===== config.mk =====
export PLATFORM = sky130hd
export DESIGN_NAME = std_sram_singleport_arb2
export DESIGN_NICKNAME = d
export VERILOG_FILES = /design/src/rtl/std_sram_singleport_arb2.sv
export SDC_FILE = /design/constraint.sdc
export NUM_CORES = 1
export LEC_CHECK = 0
export BUFFER_PORTS_ARGS = -buffer_cell sky130_fd_sc_hd__buf_2
export CAP_MARGIN = 20
export CORE_ASPECT_RATIO = 0.9
export CORE_MARGIN = 4
export CORE_UTILIZATION = 46
export CTS_BUF_LIST = sky130_fd_sc_hd__clkbuf_8 sky130_fd_sc_hd__clkbuf_16
export DETAILED_ROUTE_END_ITERATION = 7
export HOLD_SLACK_MARGIN = 0.03
export PLACE_DENSITY = 0.94
export SLEW_MARGIN = 0
export SYNTH_ARGS = -nofsm -noshare
export SYNTH_HDL_FRONTEND = slang
export SYNTH_SLANG_ARGS = --single-unit

===== constraint.sdc =====
create_clock -name clk -period 2.4 [get_ports clk]
set_input_delay 0.24 -clock clk [delete_from_list [all_inputs] [get_ports clk]]
set_output_delay 0.24 -clock clk [all_outputs]
set_load 0.1 [all_outputs]

===== src/rtl/std_sram_singleport_arb2.sv =====
// std_sram_singleport_arb2: round-robin two-requester sequencer for a single-port SRAM
// with optional post-reset zero-fill and fixed-latency read-return routing.
module std_sram_singleport_arb2 #(
  parameter int ADDR_WIDTH  = 4,
  parameter int DATA_WIDTH  = 8,
  parameter int RD_LATENCY  = 2,
  parameter int INIT_ENABLE = 1
) (
  input  logic                  clk,
  input  logic                  aregrstn,
  input  logic                  a_valid,
  output logic                  a_ready,
  input  logic                  a_we,
  input  logic [ADDR_WIDTH-1:0] a_addr,
  input  logic [DATA_WIDTH-1:0] a_wdata,
  output logic                  a_rvalid,
  output logic [DATA_WIDTH-1:0] a_rdata,
  input  logic                  b_valid,
  output logic                  b_ready,
  input  logic                  b_we,
  input  logic [ADDR_WIDTH-1:0] b_addr,
  input  logic [DATA_WIDTH-1:0] b_wdata,
  output logic                  b_rvalid,
  output logic [DATA_WIDTH-1:0] b_rdata,
  output logic                  sram_en,
  output logic                  sram_we,
  output logic [ADDR_WIDTH-1:0] sram_addr,
  output logic [DATA_WIDTH-1:0] sram_wdata,
  input  logic [DATA_WIDTH-1:0] sram_rdata,
  output logic                  init_done
);
  typedef enum logic {INIT, RUN} state_t;
  state_t                r_state, w_state_nx;
  logic                  r_live, r_ptr;
  logic [ADDR_WIDTH-1:0] r_cnt;
  logic [RD_LATENCY-1:0] r_pv, r_pid;
  logic [DATA_WIDTH-1:0] r_a_rdata, r_b_rdata;
  logic                  w_init, w_run, w_gnt_a, w_gnt_b, w_rd;
  // r_live keeps every output at 0 until the first edge after reset release
  assign w_init    = r_live && r_state == INIT;
  assign w_run     = r_live && r_state == RUN;
  assign w_gnt_a   = w_run && a_valid && (!b_valid || !r_ptr);
  assign w_gnt_b   = w_run && b_valid && !w_gnt_a;
  assign w_rd      = (w_gnt_a && !a_we) || (w_gnt_b && !b_we);
  assign a_ready   = w_gnt_a;
  assign b_ready   = w_gnt_b;
  assign init_done = w_run;
  assign a_rvalid  = r_pv[RD_LATENCY-1] && !r_pid[RD_LATENCY-1];
  assign b_rvalid  = r_pv[RD_LATENCY-1] && r_pid[RD_LATENCY-1];
  assign a_rdata   = a_rvalid ? sram_rdata : r_a_rdata;
  assign b_rdata   = b_rvalid ? sram_rdata : r_b_rdata;
  always_comb begin
    w_state_nx = (w_init && r_cnt == '1) ? RUN : r_state;
    sram_en    = w_init || w_gnt_a || w_gnt_b;
    sram_we    = w_init || (w_gnt_a ? a_we : w_gnt_b && b_we);
    sram_addr  = w_init ? r_cnt : w_gnt_a ? a_addr : w_gnt_b ? b_addr : '0;
    sram_wdata = w_gnt_a ? a_wdata : w_gnt_b ? b_wdata : '0;
  end
  always_ff @(posedge clk or negedge aregrstn) begin
    if (!aregrstn) begin
      r_state   <= (INIT_ENABLE != 0) ? INIT : RUN;
      r_live    <= 1'b0;
      r_ptr     <= 1'b0;
      r_cnt     <= '0;
      r_pv      <= '0;
      r_pid     <= '0;
      r_a_rdata <= '0;
      r_b_rdata <= '0;
    end else begin
      r_live  <= 1'b1;
      r_state <= w_state_nx;
      if (w_init) r_cnt <= r_cnt + 1'b1;
      if (w_gnt_a || w_gnt_b) r_ptr <= w_gnt_a;
      r_pv[0]  <= w_rd;
      r_pid[0] <= w_gnt_b;
      for (int i = 1; i < RD_LATENCY; i++) begin
        r_pv[i]  <= r_pv[i-1];
        r_pid[i] <= r_pid[i-1];
      end
      if (a_rvalid) r_a_rdata <= sram_rdata;
      if (b_rvalid) r_b_rdata <= sram_rdata;
    end
  end
endmodule

==> impl_metrics.ini <==
[outcome]
status = complete, no violations

[sta]
rsz0062_at_grt = no
final-hold-violation-count = 0
tns_ns = 0
slew_headroom_pct = 56.1
fmax_ghz = 0.448
finalCriticalPeriod_ns = 2.23
period_share_pct = 93.0
drv_slew = 0
tightestPinTransition_ns = 0.658
skew_ns = 0.00191
setup_viol = 0

[min_path]
hold_start = b_we
hp-class = primary input to flip-flop

[route]
drt_first_pass_iters = 4
final_antenna_net_count = 0
drt-total-wl_um = 3070
drt_drc_violations_left = 0
drt_iter0_drc = 50
viasPerCell = 5.28
wl_per_cell_um = 15.8
num_vias = 1025

[critical_path]
worstPathMaxFanout = 10
cp-startpoint = r_live
startpoint_type = flip-flop
crit_path_end_kind = primary output
cp.arrival_ns = 1.99
cp.required_ns = 2.16
path_class = flip-flop to primary output
reg2reg_from = r_live

[cells_and_area]
num_antenna_cells = 0
drive_gt1_share_pct = 67.5
area_growth_pct = 33.8
nNetsFinal = 206

[synth]
synth_common_cells = dfrtp_1 (27), mux2_2 (17), a22o_2 (8), a221o_1 (3), inv_1 (3)
synth_top_area_cell = dfrtp_1
syn_area_um2 = 1250
synth_area_leaders = dfrtp_1 (54%), mux2_2 (15%), a22o_2 (6.4%)
netlist.area_leader.share_pct = 54.1
yosysSeqAreaShare_pct = 54.1
post-synth-top-count-cell = dfrtp_1
synth_edf_count = 0
ys_async_sr_fraction_pct = 100
synthCells = 93
synth.ff_latch_count = 27
syn_nets = 132
synthFlopType = dfrtp_1
syn_avg_cell_area_um2 = 13.4
ys_warn_count = 0
yosysUniqueCellTypes = 32

[clock_tree]
worst_skew_pair.late_latency_ns = 0.27
cts-root-buf = clkbuf_8
cts_buffers = 3
hold_buffers = 1
post_cts_buffers = 0
clockBufferDepth = 2
ctsResizeCount = 0
tritoncts = done
cts_sinks = 27
clk_pin_slew_ns = 0.08
h-tree-depth = 1

[global_routing]
antenna_found_initial = 0
grt_pass1_vias = 1106
grt_pass1_wl_um = 5280
grt_start_max_net_pins = 28
grt-ovfl-total = 0
track_usage_pct = 18.6

[floorplanning]
die_area_um2 = 3610
initial_core_util_pct = 49.3
core_um2 = 2530
row_count = 17
die_y_um = 57.4
die_x_um = 62.9
io_pins = 73

[placed_design]
dp_hpwl_um = 2530
globalplace.congestion = 0.821
portBuffers = 72

[job]
max_cap_viol_count = 0
## area by class of cell
type	instances	area [um^2]
Clock buffer	3	41.3
Multi-Input combinational cell	57	526
Inverter	5	18.8
Clock inverter	1	3.75
Fill cell	195	861
Timing Repair Buffer	73	370
Sequential cell	27	676
Tap cell	28	35.0
## state kept, by name, indices dropped and copies added (netlist names)
name and flops:
r_a_rdata 8, r_b_rdata 8, r_cnt 4, r_pid 2, r_pv 2, r_live 1, r_ptr 1, r_state 1
## per-layer routing
layer	track usage, %	part of all wire (%)	up-vias
met5	0	0	-
met4	9.12	3.7	0
met3	5.51	5.7	12
met2	34.4	56	42
met1	19.3	35	490
li1	-	-	481
## per-stage QoR
step	hold slack, ns	util [%]	setup slack (ns)	cell area, um^2	cells
6_report	0.196	66.0	0.168	1670	194
5_1_grt	0.192	66.0	0.0484	1670	194
4_1_cts	0.187	66.0	0.169	1670	194
3_5_place_dp	0.269	63.8	0.477	1620	189
3_3_place_gp	0.248	63.8	0.570	1620	189
2_1_floorplan	-0.0556	-	0.206	1250	93
## cells in the final DEF (no fill, tap or decap), types with 2 or more instances in the layout
| cell type | count |
|---|---|
| dfrtp_1 | 27 |
| clkbuf_8 | 3 |
| nand2b_1 | 2 |
| nand2_1 | 2 |
| mux2_2 | 17 |
| inv_1 | 4 |
| inv_2 | 2 |
| xnor2_1 | 2 |
| a22o_2 | 8 |
| a221o_1 | 3 |
| nor2b_1 | 2 |
| buf_2 | 72 |
| and3_2 | 2 |
## cells by family after synthesis
kind of cell	after synthesis	share of synthesized area [%]
adder cells (fa/ha/maj)	1	1.00
flip-flops	27	54.1
XOR/XNOR	3	2.10
AND/OR/NAND/NOR	16	8.52
buffers and inverters	9	4.11
multiplexers	17	15.3
other	1	0.300
AO/OA/AOI/OAI	19	14.5
## critical path, stage by stage (launching register included)
cell     delay [ns]
dfrtp_1        0.41
nor2b_1        0.57
and2_1         0.22
a221o_1        0.11
buf_2          0.42
## worst paths after layout
check                          endpoint  slack, ns  cells past startpoint
max                        sram_addr[1]       0.17                      4
min                             r_pv[0]       0.20                      2
max reg2reg                    r_cnt[1]       0.91                      2
min reg2reg                     r_pv[1]       0.36                      0
max in group asynchronous  r_b_rdata[3]       1.52                      2
min in group asynchronous  r_b_rdata[4]       0.50                      2
Power is left out: the tool's default activity adds up to more than one toggle a clock period on the data nets, which glitch-free logic cannot reach.
